===== config.mk =====
export PLATFORM = sky130hd
export DESIGN_NAME = cgra_config_sequencer_flat
export DESIGN_NICKNAME = d
export VERILOG_FILES = /design/src/rtl/cgra_ctrl_pkg.sv /design/src/rtl/cgra_config_sequencer_if.sv /design/src/rtl/cgra_ctx_mem.sv /design/src/rtl/cgra_config_sequencer.sv /design/src/flat_wrapper.sv
export SDC_FILE = /design/constraint.sdc
export NUM_CORES = 2
export LEC_CHECK = 0
export CAP_MARGIN = 5
export CORE_MARGIN = 3
export CORE_UTILIZATION = 30
export CTS_BUF_LIST = sky130_fd_sc_hd__clkbuf_16
export CTS_CLUSTER_SIZE = 40
export DETAILED_ROUTE_END_ITERATION = 12
export GPL_ROUTABILITY_DRIVEN = 0
export GPL_TIMING_DRIVEN = 0
export PLACE_DENSITY = 0.54
export SLEW_MARGIN = 15
export SYNTH_ARGS = -nofsm -noshare
export SYNTH_HDL_FRONTEND = slang
export SYNTH_SLANG_ARGS = --single-unit

===== constraint.sdc =====
create_clock -name clk -period 3.4 [get_ports clk]
set_input_delay 0.34 -clock clk [delete_from_list [all_inputs] [get_ports clk]]
set_output_delay 0.34 -clock clk [all_outputs]
set_load 0.02 [all_outputs]

===== src/rtl/cgra_ctrl_pkg.sv =====
// Shared CGRA control types: sequencer state, config-frame field layout
// (common with cgra_pe) and opcode constants.
package cgra_ctrl_pkg;

  typedef enum logic [1:0] {
    IDLE,
    RUN,
    DONE
  } state_e;

  localparam int unsigned CFG_WIDTH = 64;

  localparam int unsigned OPC_LSB      = 0;
  localparam int unsigned OPC_MSB      = 5;
  localparam int unsigned SRC0_LSB     = 6;
  localparam int unsigned SRC0_MSB     = 9;
  localparam int unsigned SRC1_LSB     = 10;
  localparam int unsigned SRC1_MSB     = 13;
  localparam int unsigned DST_LSB      = 14;
  localparam int unsigned DST_MSB      = 17;
  localparam int unsigned ROUTE_LSB    = 18;
  localparam int unsigned ROUTE_MSB    = 21;
  localparam int unsigned PRED_EN_BIT  = 22;
  localparam int unsigned PRED_INV_BIT = 23;
  localparam int unsigned IMM_LSB      = 24;
  localparam int unsigned IMM_MSB      = 39;

  localparam logic [5:0] OP_ADD    = 6'd1;
  localparam logic [5:0] OP_MUL    = 6'd3;
  localparam logic [5:0] OP_MAC    = 6'd4;
  localparam logic [5:0] OP_CMP_GT = 6'd10;
  localparam logic [5:0] OP_PASS0  = 6'd16;

  function automatic logic [CFG_WIDTH-1:0] make_frame(input logic [5:0] op,
                                                      input logic [15:0] imm);
    logic [CFG_WIDTH-1:0] f;
    f = '0;
    f[OPC_MSB:OPC_LSB] = op;
    f[IMM_MSB:IMM_LSB] = imm;
    return f;
  endfunction

endpackage


===== src/rtl/cgra_config_sequencer_if.sv =====
// Host/controller <-> config sequencer bundle: context writes, run control,
// issued frame to the PE and status pulses.
interface cgra_config_sequencer_if #(
    parameter int unsigned CFG_WIDTH  = cgra_ctrl_pkg::CFG_WIDTH,
    parameter int unsigned CTX_DEPTH  = 16,
    parameter int unsigned ITER_WIDTH = 16,
    parameter int unsigned CTX_AW     = $clog2(CTX_DEPTH)
);
    logic                  ctx_wr_en;
    logic [CTX_AW-1:0]     ctx_wr_addr;
    logic [CFG_WIDTH-1:0]  ctx_wr_data;
    logic                  start;
    logic [CTX_AW:0]       num_ctx;
    logic [ITER_WIDTH-1:0] iter_count;
    logic                  stall;
    logic                  abort;
    logic [CFG_WIDTH-1:0]  config_frame;
    logic                  config_valid;
    logic [CTX_AW-1:0]     cur_ctx;
    logic [ITER_WIDTH-1:0] cur_iter;
    logic                  busy;
    logic                  done;
    logic                  err;

    modport master (
        output ctx_wr_en, ctx_wr_addr, ctx_wr_data, start, num_ctx, iter_count,
               stall, abort,
        input  config_frame, config_valid, cur_ctx, cur_iter, busy, done, err
    );

    modport slave (
        input  ctx_wr_en, ctx_wr_addr, ctx_wr_data, start, num_ctx, iter_count,
               stall, abort,
        output config_frame, config_valid, cur_ctx, cur_iter, busy, done, err
    );
endinterface


===== src/rtl/cgra_ctx_mem.sv =====
// Context register file: synchronous write, combinational read, cleared on rst.
module cgra_ctx_mem #(
    parameter int unsigned CFG_WIDTH = 64,
    parameter int unsigned CTX_DEPTH = 16,
    parameter int unsigned CTX_AW    = $clog2(CTX_DEPTH)
) (
    input  logic                 clk,
    input  logic                 rst,
    input  logic                 wr_en,
    input  logic [CTX_AW-1:0]    wr_addr,
    input  logic [CFG_WIDTH-1:0] wr_data,
    input  logic [CTX_AW-1:0]    rd_addr,
    output logic [CFG_WIDTH-1:0] rd_data
);
    logic [CFG_WIDTH-1:0] mem [CTX_DEPTH];

    always_ff @(posedge clk) begin
        if (rst) begin
            for (int unsigned i = 0; i < CTX_DEPTH; i++) mem[i] <= '0;
        end else if (wr_en) begin
            mem[wr_addr] <= wr_data;
        end
    end

    assign rd_data = mem[rd_addr];
endmodule


===== src/rtl/cgra_config_sequencer.sv =====
// Replays contexts 0..n-1 for iters iterations into one cgra_pe config port,
// one frame per non-stalled cycle, with busy/done/err status.
module cgra_config_sequencer
    import cgra_ctrl_pkg::*;
#(
    parameter int unsigned CFG_WIDTH  = cgra_ctrl_pkg::CFG_WIDTH,
    parameter int unsigned CTX_DEPTH  = 16,
    parameter int unsigned CTX_AW     = $clog2(CTX_DEPTH),
    parameter int unsigned ITER_WIDTH = 16
) (
    input logic                    clk,
    input logic                    rst,
    cgra_config_sequencer_if.slave bus
);
    localparam logic [CTX_AW:0] MAX_N = CTX_DEPTH[CTX_AW:0];

    state_e                state, state_d;
    logic [CTX_AW-1:0]     ptr, ptr_d;
    logic [ITER_WIDTH-1:0] it, it_d, iters, iters_d;
    logic [CTX_AW:0]       n, n_d;
    logic [CFG_WIDTH-1:0]  rd_data, frame_d;
    logic [CTX_AW-1:0]     cur_ctx_d;
    logic [ITER_WIDTH-1:0] cur_iter_d;
    logic                  valid_d, busy_d, done_d, err_d;
    logic                  start_ok, last_ctx, last_iter, issue;

    assign start_ok  = bus.start && (bus.num_ctx != '0) && (bus.num_ctx <= MAX_N)
                       && (bus.iter_count != '0);
    assign last_ctx  = ({1'b0, ptr} == (n - 1'b1));
    assign last_iter = (it == (iters - 1'b1));
    assign issue     = (state == RUN) && !bus.abort && !bus.stall;

    cgra_ctx_mem #(
        .CFG_WIDTH(CFG_WIDTH),
        .CTX_DEPTH(CTX_DEPTH),
        .CTX_AW   (CTX_AW)
    ) u_ctx_mem (
        .clk    (clk),
        .rst    (rst),
        .wr_en  (bus.ctx_wr_en && (state == IDLE)),
        .wr_addr(bus.ctx_wr_addr),
        .wr_data(bus.ctx_wr_data),
        .rd_addr(ptr),
        .rd_data(rd_data)
    );

    always_ff @(posedge clk) begin
        if (rst) begin
            state            <= IDLE;
            ptr              <= '0;
            it               <= '0;
            n                <= '0;
            iters            <= '0;
            bus.config_frame <= '0;
            bus.config_valid <= 1'b0;
            bus.cur_ctx      <= '0;
            bus.cur_iter     <= '0;
            bus.busy         <= 1'b0;
            bus.done         <= 1'b0;
            bus.err          <= 1'b0;
        end else begin
            state            <= state_d;
            ptr              <= ptr_d;
            it               <= it_d;
            n                <= n_d;
            iters            <= iters_d;
            bus.config_frame <= frame_d;
            bus.config_valid <= valid_d;
            bus.cur_ctx      <= cur_ctx_d;
            bus.cur_iter     <= cur_iter_d;
            bus.busy         <= busy_d;
            bus.done         <= done_d;
            bus.err          <= err_d;
        end
    end

    always_comb begin
        state_d = state;
        case (state)
            IDLE:    if (start_ok) state_d = RUN;
            RUN: begin
                if (bus.abort) state_d = IDLE;
                else if (!bus.stall && last_ctx && last_iter) state_d = DONE;
            end
            DONE:    state_d = IDLE;
            default: state_d = IDLE;
        endcase
    end

    // Next values of the registered outputs and run counters.
    always_comb begin
        ptr_d      = ptr;
        it_d       = it;
        n_d        = n;
        iters_d    = iters;
        frame_d    = bus.config_frame;
        cur_ctx_d  = bus.cur_ctx;
        cur_iter_d = bus.cur_iter;
        valid_d    = 1'b0;
        busy_d     = (state_d != IDLE);
        done_d     = (state == DONE);
        err_d      = bus.ctx_wr_en && (state != IDLE);

        if (state == IDLE && bus.start) begin
            if (start_ok) begin
                n_d     = bus.num_ctx;
                iters_d = bus.iter_count;
                ptr_d   = '0;
                it_d    = '0;
            end else begin
                err_d = 1'b1;
            end
        end

        if (issue) begin
            frame_d    = rd_data;
            valid_d    = 1'b1;
            cur_ctx_d  = ptr;
            cur_iter_d = it;
            if (last_ctx) begin
                ptr_d = '0;
                if (!last_iter) it_d = it + 1'b1;
            end else begin
                ptr_d = ptr + 1'b1;
            end
        end
    end
endmodule

===== src/flat_wrapper.sv =====
// flat-port wrapper written by rule: the top's interface ports become plain ports
module cgra_config_sequencer_flat import cgra_ctrl_pkg::*;
#(
    parameter int unsigned CFG_WIDTH  = cgra_ctrl_pkg::CFG_WIDTH,
    parameter int unsigned CTX_DEPTH  = 16,
    parameter int unsigned CTX_AW     = $clog2(CTX_DEPTH),
    parameter int unsigned ITER_WIDTH = 16
)
  (clk, rst, bus_ctx_wr_en, bus_ctx_wr_addr, bus_ctx_wr_data, bus_start, bus_num_ctx, bus_iter_count, bus_stall, bus_abort, bus_config_frame, bus_config_valid, bus_cur_ctx, bus_cur_iter, bus_busy, bus_done, bus_err);
  cgra_config_sequencer_if #(.CFG_WIDTH(CFG_WIDTH), .CTX_DEPTH(CTX_DEPTH), .ITER_WIDTH(ITER_WIDTH), .CTX_AW(CTX_AW)) bus_i ();
  input logic clk;
  input logic rst;
  input wire logic [$bits(bus_i.ctx_wr_en)-1:0] bus_ctx_wr_en;
  input wire logic [$bits(bus_i.ctx_wr_addr)-1:0] bus_ctx_wr_addr;
  input wire logic [$bits(bus_i.ctx_wr_data)-1:0] bus_ctx_wr_data;
  input wire logic [$bits(bus_i.start)-1:0] bus_start;
  input wire logic [$bits(bus_i.num_ctx)-1:0] bus_num_ctx;
  input wire logic [$bits(bus_i.iter_count)-1:0] bus_iter_count;
  input wire logic [$bits(bus_i.stall)-1:0] bus_stall;
  input wire logic [$bits(bus_i.abort)-1:0] bus_abort;
  output wire logic [$bits(bus_i.config_frame)-1:0] bus_config_frame;
  output wire logic [$bits(bus_i.config_valid)-1:0] bus_config_valid;
  output wire logic [$bits(bus_i.cur_ctx)-1:0] bus_cur_ctx;
  output wire logic [$bits(bus_i.cur_iter)-1:0] bus_cur_iter;
  output wire logic [$bits(bus_i.busy)-1:0] bus_busy;
  output wire logic [$bits(bus_i.done)-1:0] bus_done;
  output wire logic [$bits(bus_i.err)-1:0] bus_err;
  assign bus_i.ctx_wr_en = bus_ctx_wr_en;
  assign bus_i.ctx_wr_addr = bus_ctx_wr_addr;
  assign bus_i.ctx_wr_data = bus_ctx_wr_data;
  assign bus_i.start = bus_start;
  assign bus_i.num_ctx = bus_num_ctx;
  assign bus_i.iter_count = bus_iter_count;
  assign bus_i.stall = bus_stall;
  assign bus_i.abort = bus_abort;
  assign bus_config_frame = bus_i.config_frame;
  assign bus_config_valid = bus_i.config_valid;
  assign bus_cur_ctx = bus_i.cur_ctx;
  assign bus_cur_iter = bus_i.cur_iter;
  assign bus_busy = bus_i.busy;
  assign bus_done = bus_i.done;
  assign bus_err = bus_i.err;
  cgra_config_sequencer #(.CFG_WIDTH(CFG_WIDTH), .CTX_DEPTH(CTX_DEPTH), .CTX_AW(CTX_AW), .ITER_WIDTH(ITER_WIDTH)) u_core (.clk(clk), .rst(rst), .bus(bus_i));
endmodule

==> reports/qor.txt <==
# H-tree levels - 4
Post-synth ARST share - 0
most frequent cells after synthesis - and2_1 (1027), edfxtp_1 (1024), mux4_2 (314)
Worst Setup End Kind - flip-flop
r2r setup slk - -7 ps
Final WS setup - -7.23 ps
Tcrit/Tclk final - 1.00
failing checks - negative setup slack
worst slew pin tran - 1160 ps
final hold slack - 179 ps
type of origin of the critical path - flip-flop
Synth Area in Compound Gates - 0.0171
Final Skew - 18.4 ps
Clk Latency, worst-skew pair - 780 ps
Hold EP - u_core.bus.err$_SDFF_PP0_
PortBufs - 182
post-route ant nets - 0
Clock transition at path regs - 60 ps
gr usage total - 0.178
pre-CTS worst setup slack - -1170 ps
synthesized instance count - 3361
Num CTS Buffers - 130
die width - 420 um
die height - 420 um
area growth from synthesis to layout - 18.3%
largest family of logic cells by synthesized area - simple AND/OR/NAND/NOR gates
fraction of synthesized area in multiplexers - 0.145
Synth Net Count - 3460
post-synthesis simple-gate area fraction - 0.158
Seq cells post-synth - 1155
DR pass1 iterations - 5
# hold bufs at CTS - 0
Avg WL per Cell - 26.2 um
adder-cell share of the synthesized area - 0.000976
post-CTS setup buffer count - 0
Slew Viols, Final - 0
FF-to-FF End - u_core.bus.config_frame[29]$_SDFFE_PP0P_
status - complete, but fails checks
RR Startpoint - u_core.ptr[0]$_SDFFE_PP0P_
Area contributors post-synth - edfxtp_1 (60%), mux4_2 (14%), and2_1 (13%), dfxtp_1 (5.1%), clkbuf_1 (1.9%)
fin crit period - 3410 ps
Synth area leader - edfxtp_1
WP data required - 4020 ps
hold crit path type - in -> reg
row count - 151
final wirelength - 158 mm
Synth Area in XOR/XNOR - 0.00529
endpoints failing hold - 0
hold path depth - 3
VDD IR-drop max - 0.000559 V
Post-synth EDFFs - 1024
DP Area - 56600 um2
hold path start - bus_ctx_wr_en
Synth top area share - 0.599
routed vias/inst - 4.87
Clock Sinks - 1155
TritonCTS clock tree - yes
Starting Density - 0.302
Root Driver - clkbuf_16
Worst R2R Path Depth - 7
antenna violations before repair - 20
warnings from Yosys - 0
DR iter-0 viols - 2850
Core Footprint - 170000 um2
post-route cell area - 60700 um2
first-pass GRT wire length - 222 mm
GR Overflow Total - 0
RSZ-0062 raised after global routing - false
DRC errors left - 0
slew margin rel. - 0.228
Nets - 3806
Setup TNS - -7.23 ps
Max Root-Sink Buffers - 3
Crit Path Class - reg -> reg
die area - 176000 um2
synth unique cells - 62
DP Wirelength - 105 mm
register area share after synthesis - 0.651
num ports - 183
most frequent cell after synthesis - and2_1
via count - 29400
number of max-cap violations - 0
Post-Syn Area per Cell - 15.3 um2
share of layout cells above drive strength 1 - 0.162
pin count of the biggest net entering global routing - 38
LEAKAGE - 20.9 nW
vias in the first global route - 29900
arrival time at the worst endpoint - 4020 ps
crit path max fanout - 10
Post-Syn Area - 51300 um2
max frequency - 0.293 GHz
Cell Pwr Density - 515 nW/um2
setup violators final - 1
commonest register cell after synthesis - edfxtp_1
-- cells in the final DEF (no fill, tap or decap), types with 11 or more instances in the layout --
cell / netlist / routed
and2_1: 1027 / 1027
edfxtp_1: 1024 / 1024
mux4_2: 314 / 314
clkbuf_1: 266 / 231
clkdlybuf4s50_1: 0 / 182
nand2_1: 176 / 176
clkbuf_16: 0 / 135
dfxtp_1: 131 / 131
a21oi_1: 89 / 89
nor2_1: 43 / 43
clkbuf_2: 0 / 37
clkinv_1: 0 / 35
inv_1: 5 / 31
mux2i_1: 29 / 29
nor3_1: 17 / 17
clkinv_2: 0 / 17
or2_4: 0 / 16
buf_2: 5 / 13
xor2_1: 13 / 13
nand3_1: 12 / 12
buf_12: 0 / 12
buf_16: 0 / 12
nor4_1: 11 / 11
xnor2_1: 11 / 11
-- worst max path at each step --
stage	from	endpoint	slack [ps]	depth (start not counted)
2_1_floorplan	u_core.state[0]$_SDFF_PP0_	u_core.u_ctx_mem.mem[9][0]$_SDFFCE_PN0P_	490	5
3_3_place_gp	rst	u_core.u_ctx_mem.mem[9][39]$_SDFFCE_PN0P_	-3490	6
3_5_place_dp	u_core.ptr[0]$_SDFFE_PP0P_	u_core.bus.config_frame[25]$_SDFFE_PP0P_	-1170	7
4_1_cts	u_core.ptr[0]$_SDFFE_PP0P_	u_core.bus.config_frame[25]$_SDFFE_PP0P_	5	7
5_1_grt	u_core.state[0]$_SDFF_PP0_	u_core.u_ctx_mem.mem[5][19]$_SDFFCE_PN0P_	0.3	7
6_report	u_core.ptr[0]$_SDFFE_PP0P_	u_core.bus.config_frame[29]$_SDFFE_PP0P_	-7	7
-- state kept, by name, indices dropped and copies added, names as in the netlist, 2 cells and up --
signal	count
u_core.bus.config_frame	64
u_core.bus.cur_ctx	4
u_core.bus.cur_iter	16
u_core.it	16
u_core.iters	16
u_core.n	5
u_core.ptr	4
u_core.state	2
u_core.u_ctx_mem.mem	1024
-- metal layers --
| layer | vias up | routed length [um] | GRT usage |
|---|---|---|---|
| met5 | - | 85 | 0 |
| met4 | 12 | 4480 | 0.0565 |
| met3 | 232 | 8180 | 0.0325 |
| met2 | 839 | 79600 | 0.307 |
| met1 | 15200 | 65400 | 0.226 |
| li1 | 13100 | - | - |
-- critical path: stages, from the launching register on --
cell and delay, ps:
dfxtp_1 340, clkbuf_2 450, buf_2 500, buf_2 510, mux4_2 580, mux4_2 470, nand2_1 290, a21oi_1 110
-- logic make-up (layout without fill, tap and decap cells) --
family	after synthesis	after routing
mux	350	350
flops	1155	1155
fa+ha+maj	4	4
other cells	0	10
simple gates	1377	1381
buf+inv	304	745
compound gates	144	144
xor+xnor	27	27
-- final cells by class --
type / instances / area [um2]
Sequential cell: 1155 / 33400
Fill cell: 16200 / 109000
Clock inverter: 96 / 591
Buffer: 299 / 1270
Inverter: 5 / 18.8
Timing Repair Buffer: 210 / 2420
Multi-Input combinational cell: 1906 / 16800
Tap cell: 2218 / 2780
Antenna cell: 10 / 25.0
Clock buffer: 135 / 3380
-- power by group --
group | switching [mW] | total [mW] | leakage (nW) | internal [mW]
Sequential | 0.157 | 16.1 | 11.5 | 16.0
Clock | 5.85 | 13.3 | 2.05 | 7.49
Combinational | 1.08 | 1.77 | 7.37 | 0.683
-- metrics by stage --
stage          std cells   util  total power [mW]
2_1_floorplan       3361      -              17.3
3_3_place_gp        5761  0.329              18.1
3_5_place_dp        5789  0.333              18.2
4_1_cts             6021  0.357              31.5
5_1_grt             6027  0.358              32.2
6_report            6034  0.358              31.3
-- what timing repair did --
item,4_1_cts,5_1_grt
cloned,1,3
pin swaps,1,3
resized for setup,62,19
endpoints found under the setup margin,360,205
(Power assumes the default switching activity.)
